File: config.mk
export PLATFORM = sky130hd
export DESIGN_NAME = vx_scoreboard
export DESIGN_NICKNAME = d
export VERILOG_FILES = /design/src/rtl/vx_scoreboard_pkg.sv /design/src/rtl/vx_scoreboard_warp.sv /design/src/rtl/vx_scoreboard.sv
export SDC_FILE = /design/constraint.sdc
export NUM_CORES = 1
export LEC_CHECK = 0
export ABC_AREA = 1
export BUFFER_PORTS_ARGS = -buffer_cell sky130_fd_sc_hd__buf_2
export CAP_MARGIN = 20
export CORE_ASPECT_RATIO = 0.7
export CORE_MARGIN = 5
export CORE_UTILIZATION = 35
export DETAILED_ROUTE_END_ITERATION = 10
export PLACE_DENSITY = 0.59
export SLEW_MARGIN = 20
export SYNTH_ARGS = -nofsm -noshare
export SYNTH_HDL_FRONTEND = slang
export SYNTH_HIERARCHICAL = 1
export SYNTH_SLANG_ARGS = --single-unit
File: constraint.sdc
create_clock -name clk -period 10.3 [get_ports clk]
set_input_delay 1.03 -clock clk [delete_from_list [all_inputs] [get_ports clk]]
set_output_delay 1.03 -clock clk [all_outputs]
set_load 0.05 [all_outputs]
File: src/rtl/vx_scoreboard_pkg.sv
// ---------------------------------------------------------------------------
// vx_scoreboard_pkg
//
// Shared definitions for the register scoreboard.
//   - wb_kind_e : writeback kind of an issuing instruction
//                 (NO_WB, WB_ALU, WB_MEM, WB_JAL)
//   - ZERO_REG  : architectural x0, never tracked
//   - STALL / NO_STALL : values of the issue stall output
//   - NUM_WARPS / NUM_REGS / WARP_W / REG_W : default geometry
// ---------------------------------------------------------------------------
package vx_scoreboard_pkg;

  localparam int NUM_WARPS = 8;
  localparam int NUM_REGS  = 32;
  localparam int WARP_W    = $clog2(NUM_WARPS);
  localparam int REG_W     = $clog2(NUM_REGS);

  typedef enum logic [1:0] {
    NO_WB  = 2'd0,
    WB_ALU = 2'd1,
    WB_MEM = 2'd2,
    WB_JAL = 2'd3
  } wb_kind_e;

  localparam logic [REG_W-1:0] ZERO_REG = '0;

  localparam logic STALL    = 1'b1;
  localparam logic NO_STALL = 1'b0;

endpackage

File: src/rtl/vx_scoreboard_warp.sv
// ---------------------------------------------------------------------------
// vx_scoreboard_warp
//
// Pending-register vector for a single warp.
//
// Ports:
//   clk, reset          : clock, asynchronous active-low reset
//   set_valid, set_reg  : mark set_reg pending on the next edge
//   clr_valid, clr_reg  : clear clr_reg on the next edge
//   flush               : clear every bit on the next edge
//   tap_src1/src2/rd    : three read taps (register numbers)
//   tap_hit1/hit2/hitd  : tap register is pending (x0 never hits)
//   busy                : any register of this warp is pending
//   pending_next        : next-state vector, used for the shared popcount
// ---------------------------------------------------------------------------
module vx_scoreboard_warp
  import vx_scoreboard_pkg::*;
#(
  parameter int NR = NUM_REGS,
  parameter int RW = $clog2(NR)
) (
  input  logic          clk,
  input  logic          reset,
  input  logic          set_valid,
  input  logic [RW-1:0] set_reg,
  input  logic          clr_valid,
  input  logic [RW-1:0] clr_reg,
  input  logic          flush,
  input  logic [RW-1:0] tap_src1,
  input  logic [RW-1:0] tap_src2,
  input  logic [RW-1:0] tap_rd,
  output logic          tap_hit1,
  output logic          tap_hit2,
  output logic          tap_hitd,
  output logic          busy,
  output logic [NR-1:0] pending_next
);

  logic [NR-1:0] pending_q;

  // Next-state ordering matters: the clear is applied first so that a
  // coinciding set on the same bit survives (the younger write is still
  // outstanding), and flush is applied last so it overrides both.
  always_comb begin
    pending_next = pending_q;
    if (clr_valid && (clr_reg != '0)) begin
      pending_next[clr_reg] = 1'b0;
    end
    if (set_valid && (set_reg != '0)) begin
      pending_next[set_reg] = 1'b1;
    end
    if (flush) begin
      pending_next = '0;
    end
  end

  // State register; reset clears all pending bits immediately.
  always_ff @(posedge clk or negedge reset) begin
    if (!reset) begin
      pending_q <= '0;
    end else begin
      pending_q <= pending_next;
    end
  end

  // Read taps look only at registered state; x0 is excluded explicitly
  // so the table never has to keep bit 0 clear by construction.
  always_comb begin
    tap_hit1 = (tap_src1 != '0) && pending_q[tap_src1];
    tap_hit2 = (tap_src2 != '0) && pending_q[tap_src2];
    tap_hitd = (tap_rd   != '0) && pending_q[tap_rd];
    busy     = |pending_q;
  end

endmodule

File: src/rtl/vx_scoreboard.sv
// ---------------------------------------------------------------------------
// vx_scoreboard
//
// Per-warp register-pending tracker. Issue marks a destination pending,
// writeback clears it, and decode is stalled on RAW/WAW hazards against
// writes still in flight. Flush squashes all pending state of one warp.
//
// Ports:
//   clk, reset                 : clock, asynchronous active-low reset
//   in_issue_valid             : decode presents an instruction
//   in_issue_warp_num          : warp of the issuing instruction
//   in_issue_src1/src2/rd      : source and destination registers
//   in_issue_wb                : writeback kind (wb_kind_e)
//   in_writeback_valid/warp_num/dest : retiring write
//   in_flush_valid/warp_num    : squash all pending bits of one warp
//   out_issue_stall            : hazard, decode must hold
//   out_issue_fire             : issue accepted this cycle
//   out_warp_busy              : bit w = warp w has a pending register
//   out_pending_count          : total pending bits (registered)
//
// Optional feature: define SCB_WB_BYPASS_EN to let a same-cycle writeback
// mask the matching hazard, so a dependent instruction issues in the
// writeback cycle instead of the cycle after.
// ---------------------------------------------------------------------------
module vx_scoreboard
  import vx_scoreboard_pkg::*;
#(
  parameter  int NW = NUM_WARPS,
  parameter  int NR = NUM_REGS,
  localparam int WW = $clog2(NW),
  localparam int RW = $clog2(NR),
  localparam int CW = $clog2(NW*NR) + 1
) (
  input  logic          clk,
  input  logic          reset,
  input  logic          in_issue_valid,
  input  logic [WW-1:0] in_issue_warp_num,
  input  logic [RW-1:0] in_issue_src1,
  input  logic [RW-1:0] in_issue_src2,
  input  logic [RW-1:0] in_issue_rd,
  input  logic [1:0]    in_issue_wb,
  input  logic          in_writeback_valid,
  input  logic [WW-1:0] in_writeback_warp_num,
  input  logic [RW-1:0] in_writeback_dest,
  input  logic          in_flush_valid,
  input  logic [WW-1:0] in_flush_warp_num,
  output logic          out_issue_stall,
  output logic          out_issue_fire,
  output logic [NW-1:0] out_warp_busy,
  output logic [CW-1:0] out_pending_count
);

  logic [NW-1:0]         hit1_w;
  logic [NW-1:0]         hit2_w;
  logic [NW-1:0]         hitd_w;
  logic [NW-1:0][NR-1:0] next_w;
  logic                  issue_writes;
  logic                  hit1;
  logic                  hit2;
  logic                  hitd;
  logic [CW-1:0]         count_next;

  assign issue_writes = (in_issue_wb != NO_WB);

  // One pending vector per warp. Every warp taps the same issue registers;
  // the issuing warp's taps are selected below.
  for (genvar w = 0; w < NW; w++) begin : g_warp
    logic set_valid;
    logic clr_valid;
    logic flush;

    assign set_valid = out_issue_fire && issue_writes &&
                       (in_issue_warp_num == WW'(w));
    assign clr_valid = in_writeback_valid &&
                       (in_writeback_warp_num == WW'(w));
    assign flush     = in_flush_valid && (in_flush_warp_num == WW'(w));

    vx_scoreboard_warp #(
      .NR (NR),
      .RW (RW)
    ) u_warp (
      .clk          (clk),
      .reset        (reset),
      .set_valid    (set_valid),
      .set_reg      (in_issue_rd),
      .clr_valid    (clr_valid),
      .clr_reg      (in_writeback_dest),
      .flush        (flush),
      .tap_src1     (in_issue_src1),
      .tap_src2     (in_issue_src2),
      .tap_rd       (in_issue_rd),
      .tap_hit1     (hit1_w[w]),
      .tap_hit2     (hit2_w[w]),
      .tap_hitd     (hitd_w[w]),
      .busy         (out_warp_busy[w]),
      .pending_next (next_w[w])
    );
  end

`ifdef SCB_WB_BYPASS_EN
  logic wb_same_warp;
  assign wb_same_warp = in_writeback_valid &&
                        (in_writeback_warp_num == in_issue_warp_num);

  // A register being retired this very cycle no longer blocks decode.
  // The warp module still resolves set-vs-clear on that bit in favour of
  // the set, so a WAW issue in the writeback cycle stays pending.
  always_comb begin
    hit1 = hit1_w[in_issue_warp_num] &&
           !(wb_same_warp && (in_writeback_dest == in_issue_src1));
    hit2 = hit2_w[in_issue_warp_num] &&
           !(wb_same_warp && (in_writeback_dest == in_issue_src2));
    hitd = hitd_w[in_issue_warp_num] &&
           !(wb_same_warp && (in_writeback_dest == in_issue_rd));
  end
`else
  // Without the bypass the hazard check sees registered state only.
  always_comb begin
    hit1 = hit1_w[in_issue_warp_num];
    hit2 = hit2_w[in_issue_warp_num];
    hitd = hitd_w[in_issue_warp_num];
  end
`endif

  // Stall on RAW against either source, or WAW against the destination
  // when the instruction actually writes back. Fire is simply the
  // complement qualified by valid.
  always_comb begin
    out_issue_stall = NO_STALL;
    if (in_issue_valid && (hit1 || hit2 || (issue_writes && hitd))) begin
      out_issue_stall = STALL;
    end
    out_issue_fire = in_issue_valid && !out_issue_stall;
  end

  // Popcount of the whole next-state table. Registering it gives a count
  // that always matches the current table contents.
  always_comb begin
    count_next = '0;
    for (int w = 0; w < NW; w++) begin
      for (int r = 0; r < NR; r++) begin
        count_next = count_next + CW'(next_w[w][r]);
      end
    end
  end

  // Count register; the width holds NW*(NR-1) so it can never wrap.
  always_ff @(posedge clk or negedge reset) begin
    if (!reset) begin
      out_pending_count <= '0;
    end else begin
      out_pending_count <= count_next;
    end
  end

endmodule
# [Word level (Yosys, flattened, before mapping)]
# Index checks and enable logic that the tools add are counted.
[totals] out_inout_bits=19 ramBits=0 elab_cells=481 latch_bits=0 input_bits=36 mem_count=0 mem_bits_ro=0 reg_bits=265
[op_classes] n_eq_ne=21 muxes=83 n_bitwise=17 magnitude_cmp=7 reduce_logical=89 n_mul=0 addsub=255 n_shift=0 div=0
[ops] operator="9-bit by 1-bit adder with 9-bit output" n=247
[ops] operator="32-bit two-way mux" n=24
[ops] operator="32-bit bitwise AND" n=8
[ops] operator="32-bit OR" n=8
[ops] operator="32-bit OR reduction" n=8
[ops] operator="1-bit binary-select mux with 5-bit select" n=24
[ops] operator="1-bit logical AND" n=70
[ops] operator="3-bit equality test, second input constant" n=12
[ops] operator="32-bit NOT" n=1
[ops] operator="1-bit two-way mux" n=30
[ops] operator="5-bit by 6-bit less-than comparator with 1-bit output, second input constant" n=4
[ops] operator="5-bit nonzero test" n=4
[ops] operator="3-bit by 2-bit equality test with 1-bit output, second input constant" n=6
[ops] operator="1-bit demux with 5-bit select" n=2
[ops] operator="5-bit by 1-bit >= comparator with 1-bit output, second input constant" n=2
[ops] operator="8-bit by 1-bit adder with 9-bit output" n=1
[ops] operator="1-bit binary-select mux with 3-bit select" n=3
[ops] operator="3-bit by 1-bit equality test with 1-bit output, second input constant" n=3
[ops] operator="3-bit zero test" n=3
[ops] operator="7-bit by 1-bit adder with 8-bit output" n=1
[ops] operator="6-bit by 1-bit adder with 7-bit output" n=1
[ops] operator="5-bit by 1-bit adder with 6-bit output" n=1
[ops] operator="4-bit by 1-bit adder with 5-bit output" n=1
[ops] operator="3-bit by 1-bit adder with 4-bit output" n=1
[ops] operator="6 further kinds" n=7

# [Longest topological paths before layout]
[depth] word_depth=271 ltp_mapped=53 depth_no_buf=51

# [By module]
# The synthesis kept the hierarchy.
[by_module_without_submodules] mod="vx_scoreboard_warp (g_warp[1].u_warp ...)" cells_each=486 seq_area_each_um2=800.8 area_per_inst_um2=2783.9 n_inst=6
[by_module_without_submodules] mod="vx_scoreboard" cells_each=866 seq_area_each_um2=225.2 area_per_inst_um2=7815.0 n_inst=1
[by_module_without_submodules] mod="vx_scoreboard_warp (g_warp[0].u_warp)" cells_each=468 seq_area_each_um2=800.8 area_per_inst_um2=2792.7 n_inst=1
[by_module_without_submodules] mod="vx_scoreboard_warp (g_warp[7].u_warp)" cells_each=466 seq_area_each_um2=800.8 area_per_inst_um2=2768.9 n_inst=1

# [Worst setup path after synthesis]
# Ideal clock, no wire load.
[synth_path] path_kind="input to register" from="input port in_issue_src2[0]" to="register out_pending_count[8]" slack_ns=0.236 required_ns=10.235 stages=45 path_buffers=2 arrival_time_ns=9.999 setup_time_ns=0.065 path_cell_list="buf_4 inv_2 buf_6 nand2_1 nand3_1 nand2_1 nand2_1 nand2_1 inv_1 nand2_1 nand2_1 nand2_1 nand3_1 nand2_1 nor2_1 nand3_1 nand2_2 nand4_4 (+9 left out) fa_1 inv_1 fa_1 inv_1 fa_1 fa_1 fa_1 fa_1 fa_1 fa_1 inv_1 fa_1 fa_1 o21ai_0 a21boi_0 o21bai_1 nand2_1 nand2_1"
[synth_rtl] item="from (decl)" line="vx_scoreboard.sv:39" source="input logic [RW-1:0] in_issue_src2,"
[synth_rtl] item="to (signal assigned)" line="vx_scoreboard.sv:152" source="out_pending_count <= count_next;"
[synth_rtl] item="to (decl)" line="vx_scoreboard.sv:50" source="output logic [CW-1:0] out_pending_count"

==> impl_metrics.json <==
{
  "setup_viol": 1,
  "root_buffer": "clkbuf_16",
  "cp.required_ns": 10.80,
  "viasPerCell": 5.30,
  "pin_count": 55,
  "crit_top_cell": "fa_1",
  "wl_per_cell_um": 21.1,
  "cts.path.max_buffers": 3,
  "skew_ns": 0.0368,
  "yosysWarnings": 6,
  "grt_max_degree": 82,
  "fin_ws_ns": -0.0220,
  "clk_pin_slew_worst_paths_ns": 0.06,
  "drv_slew": 0,
  "status": "finished with violations",
  "netlist_area_um2": 30100,
  "rrSetupSlack_ns": 0.28,
  "cpMaxStageDelayCell": "fa_2",
  "dieWidth_um": 360,
  "post-route-util": 0.450,
  "fmax_mhz": 96.9,
  "violations": "negative setup slack",
  "drv_cap": 0,
  "cts_tree": "built",
  "vias": 34000,
  "power_density_nw_per_um2": 98.5,
  "synth_top_cell_area_share": 0.220,
  "ys_types": 35,
  "ctsHoldBuffers": 0,
  "syn-num-nets": 5032,
  "crit_arrival_ns": 10.83,
  "placedCellCount": 6312,
  "rsz0062_at_grt": "yes",
  "cts_buffers": 35,
  "ir_drop_v": 0.0000919,
  "hold_viol": 0,
  "hold_class": "primary input to asynchronous set/reset pin",
  "synth_area_leaders": "dfrtp_1 22%, nand2_1 20%, fa_1 16%, inv_1 12%, nand3_1 9.8%",
  "critPathLaunchType": "primary input",
  "grt_pass1_vias": 30700,
  "path_delay_family": "adder cells",
  "rows": 90,
  "crit_buf_inv": 17,
  "end_kind": "flop",
  "synth_cells": 4716,
  "grt_pass1_wl_um": 196000,
  "dieHeight_um": 255,
  "period_share": 1.00,
  "wl_um": 136000,
  "nFillCells": 8853,
  "initial_utilization": 0.351,
  "clock_latency_ns": 0.59,
  "p_leak_nw": 20.5,
  "cp_max_fo": 9,
  "critPathMaxStageDelay_ns": 0.65,
  "drt_iter0_drc": 4615,
  "max_slew_margin": 0.352,
  "drive_gt1_frac": 0.192,
  "syn2layout_area_growth_pct": 28.3,
  "core_um2": 85700,
  "synth_area_per_cell_um2": 6.38,
  "dieArea_um2": 92000,
  "drc": 0,
  "gp_congestion": 0.991,
  "ys_ff_latch": 265,
  "antenna_left": 0,
  "dr.pass1.iters": 6,
  "grt_overflow": 0,
  "cts-htree-levels": 2,
  "fin_hold_ws_ns": 0.505,
  "reg2regPathDepth": 48,
  "track_usage": 0.278,
  "ys_seq_area_frac": 0.220,
  "power_mw": 3.80,
  "path_depth": 49,
  "final_cells": 6422,
  "io_buffers": 54,
  "worst_pin_slew_ns": 0.972,
  "synth_top_cell_by_area": "dfrtp_1",
  "hpwlAfterDp_um": 106000,
  "crit_type": "primary input to flop",
  "clock_sinks": 265,
  "antenna_found_initial": 7,
  "min_period_ns": 10.32,
  "final_nets": 5558
}
-- per-stage QoR --
step	worst slack [ns]	area (µm²)	setup TNS [ns]
3_5_place_dp	-1.30	35400	-8.84
2_1_floorplan	0.236	30100	0
4_1_cts	0.00560	37100	0
6_report	-0.0220	38600	-0.0220
5_1_grt	-0.299	38600	-1.42
3_3_place_gp	-1.31	35400	-8.66
-- Yosys cell counts (all sizes together) --
library cell,count
a21oi,266
xor2,5
dfrtp,265
ha,38
fa,242
a21boi,1
buf,105
clkinv,20
o21ai,220
or2,1
nor3,82
nand3,590
inv,969
and3,6
xnor2,1
o21bai,1
nand2,1595
clkbuf,24
nand4,95
nor4,17
nor2,149
a31oi,24
-- final cells by class --
class,instances,area (µm²),area share
Timing Repair Buffer,618,5690,0.147
Antenna cell,4,10.0,0.000259
Clock inverter,17,190,0.00493
Clock buffer,46,997,0.0258
Sequential cell,265,6630,0.172
Tap cell,1150,1440,0.0373
Inverter,989,3860,0.100
Multi-Input combinational cell,3333,19800,0.512
-- worst paths after layout --
check                                                         from                                       end
max                                               in_issue_src1[1]            out_pending_count[4]$_DFF_PN0_
min                                                          reset  g_warp[6].u_warp/pending_q[17]$_DFF_PN0_
max reg2reg                g_warp[7].u_warp/pending_q[0]$_DFF_PN0_            out_pending_count[4]$_DFF_PN0_
min reg2reg                g_warp[5].u_warp/pending_q[2]$_DFF_PN0_   g_warp[5].u_warp/pending_q[2]$_DFF_PN0_
max in group asynchronous                                    reset  g_warp[7].u_warp/pending_q[30]$_DFF_PN0_
min in group clk           g_warp[5].u_warp/pending_q[2]$_DFF_PN0_   g_warp[5].u_warp/pending_q[2]$_DFF_PN0_
-- sequential cells by signal, indices dropped and copies added, names as in the netlist --
register	flops
g_warp.u_warp/pending_q	256
out_pending_count	9
-- timing repair --
action                                  CTS  global route
resized for setup                       131           304
endpoints found under the setup margin    8             8
setup buffers                             8            22
pin swaps                                34           110
gates cloned                              3            11
-- logic make-up (layout without fill, tap and decap cells) --
kind of cell               after synthesis  after routing  synth area share
AOI/OAI and AO/OA                      512            512            0.0865
xor gates and xnor gates                 6              6           0.00175
adders and majority gates              280            280             0.177
buffers and inverters                 1118           1670             0.156
DFF                                    265            265             0.220
other                                    0              4                 0
and+or+nand+nor                       2535           2535             0.359
-- metal layers --
metal  part of all wire  vias up  track usage
met5           0.000096        -            0
met4              0.023        2       0.0561
met3               0.14      176       0.0814
met2               0.38     1883        0.376
met1               0.45    16300        0.433
li1                   -    15700            -
-- cell usage in the layout (no fill, tap or decap), types with 21 or more instances in the layout --
master     count
buf_6         30
o21ai_1       37
o21ai_0      181
nand3_2       25
inv_1        903
fa_1         215
buf_4        460
buf_12        46
nor3_1        46
fa_2          27
a21oi_1      204
nand4_1       94
nor2_1       126
inv_2         46
a21oi_2       59
buf_2         47
nand2_2       52
nor3_2        26
a31oi_1       24
ha_1          36
nand2_4       21
nand3_1      564
dfrtp_1      265
nand2_1     1522
clkbuf_16     44
-- report_power, final --
part           total (mW)  switching (mW)  internal (mW)
logic                1.44           0.899          0.542
clock network        1.28           0.542          0.742
registers            1.08          0.0107           1.07
total                3.80            1.45           2.35
Note: power is estimated with default switching activity, not from simulation.
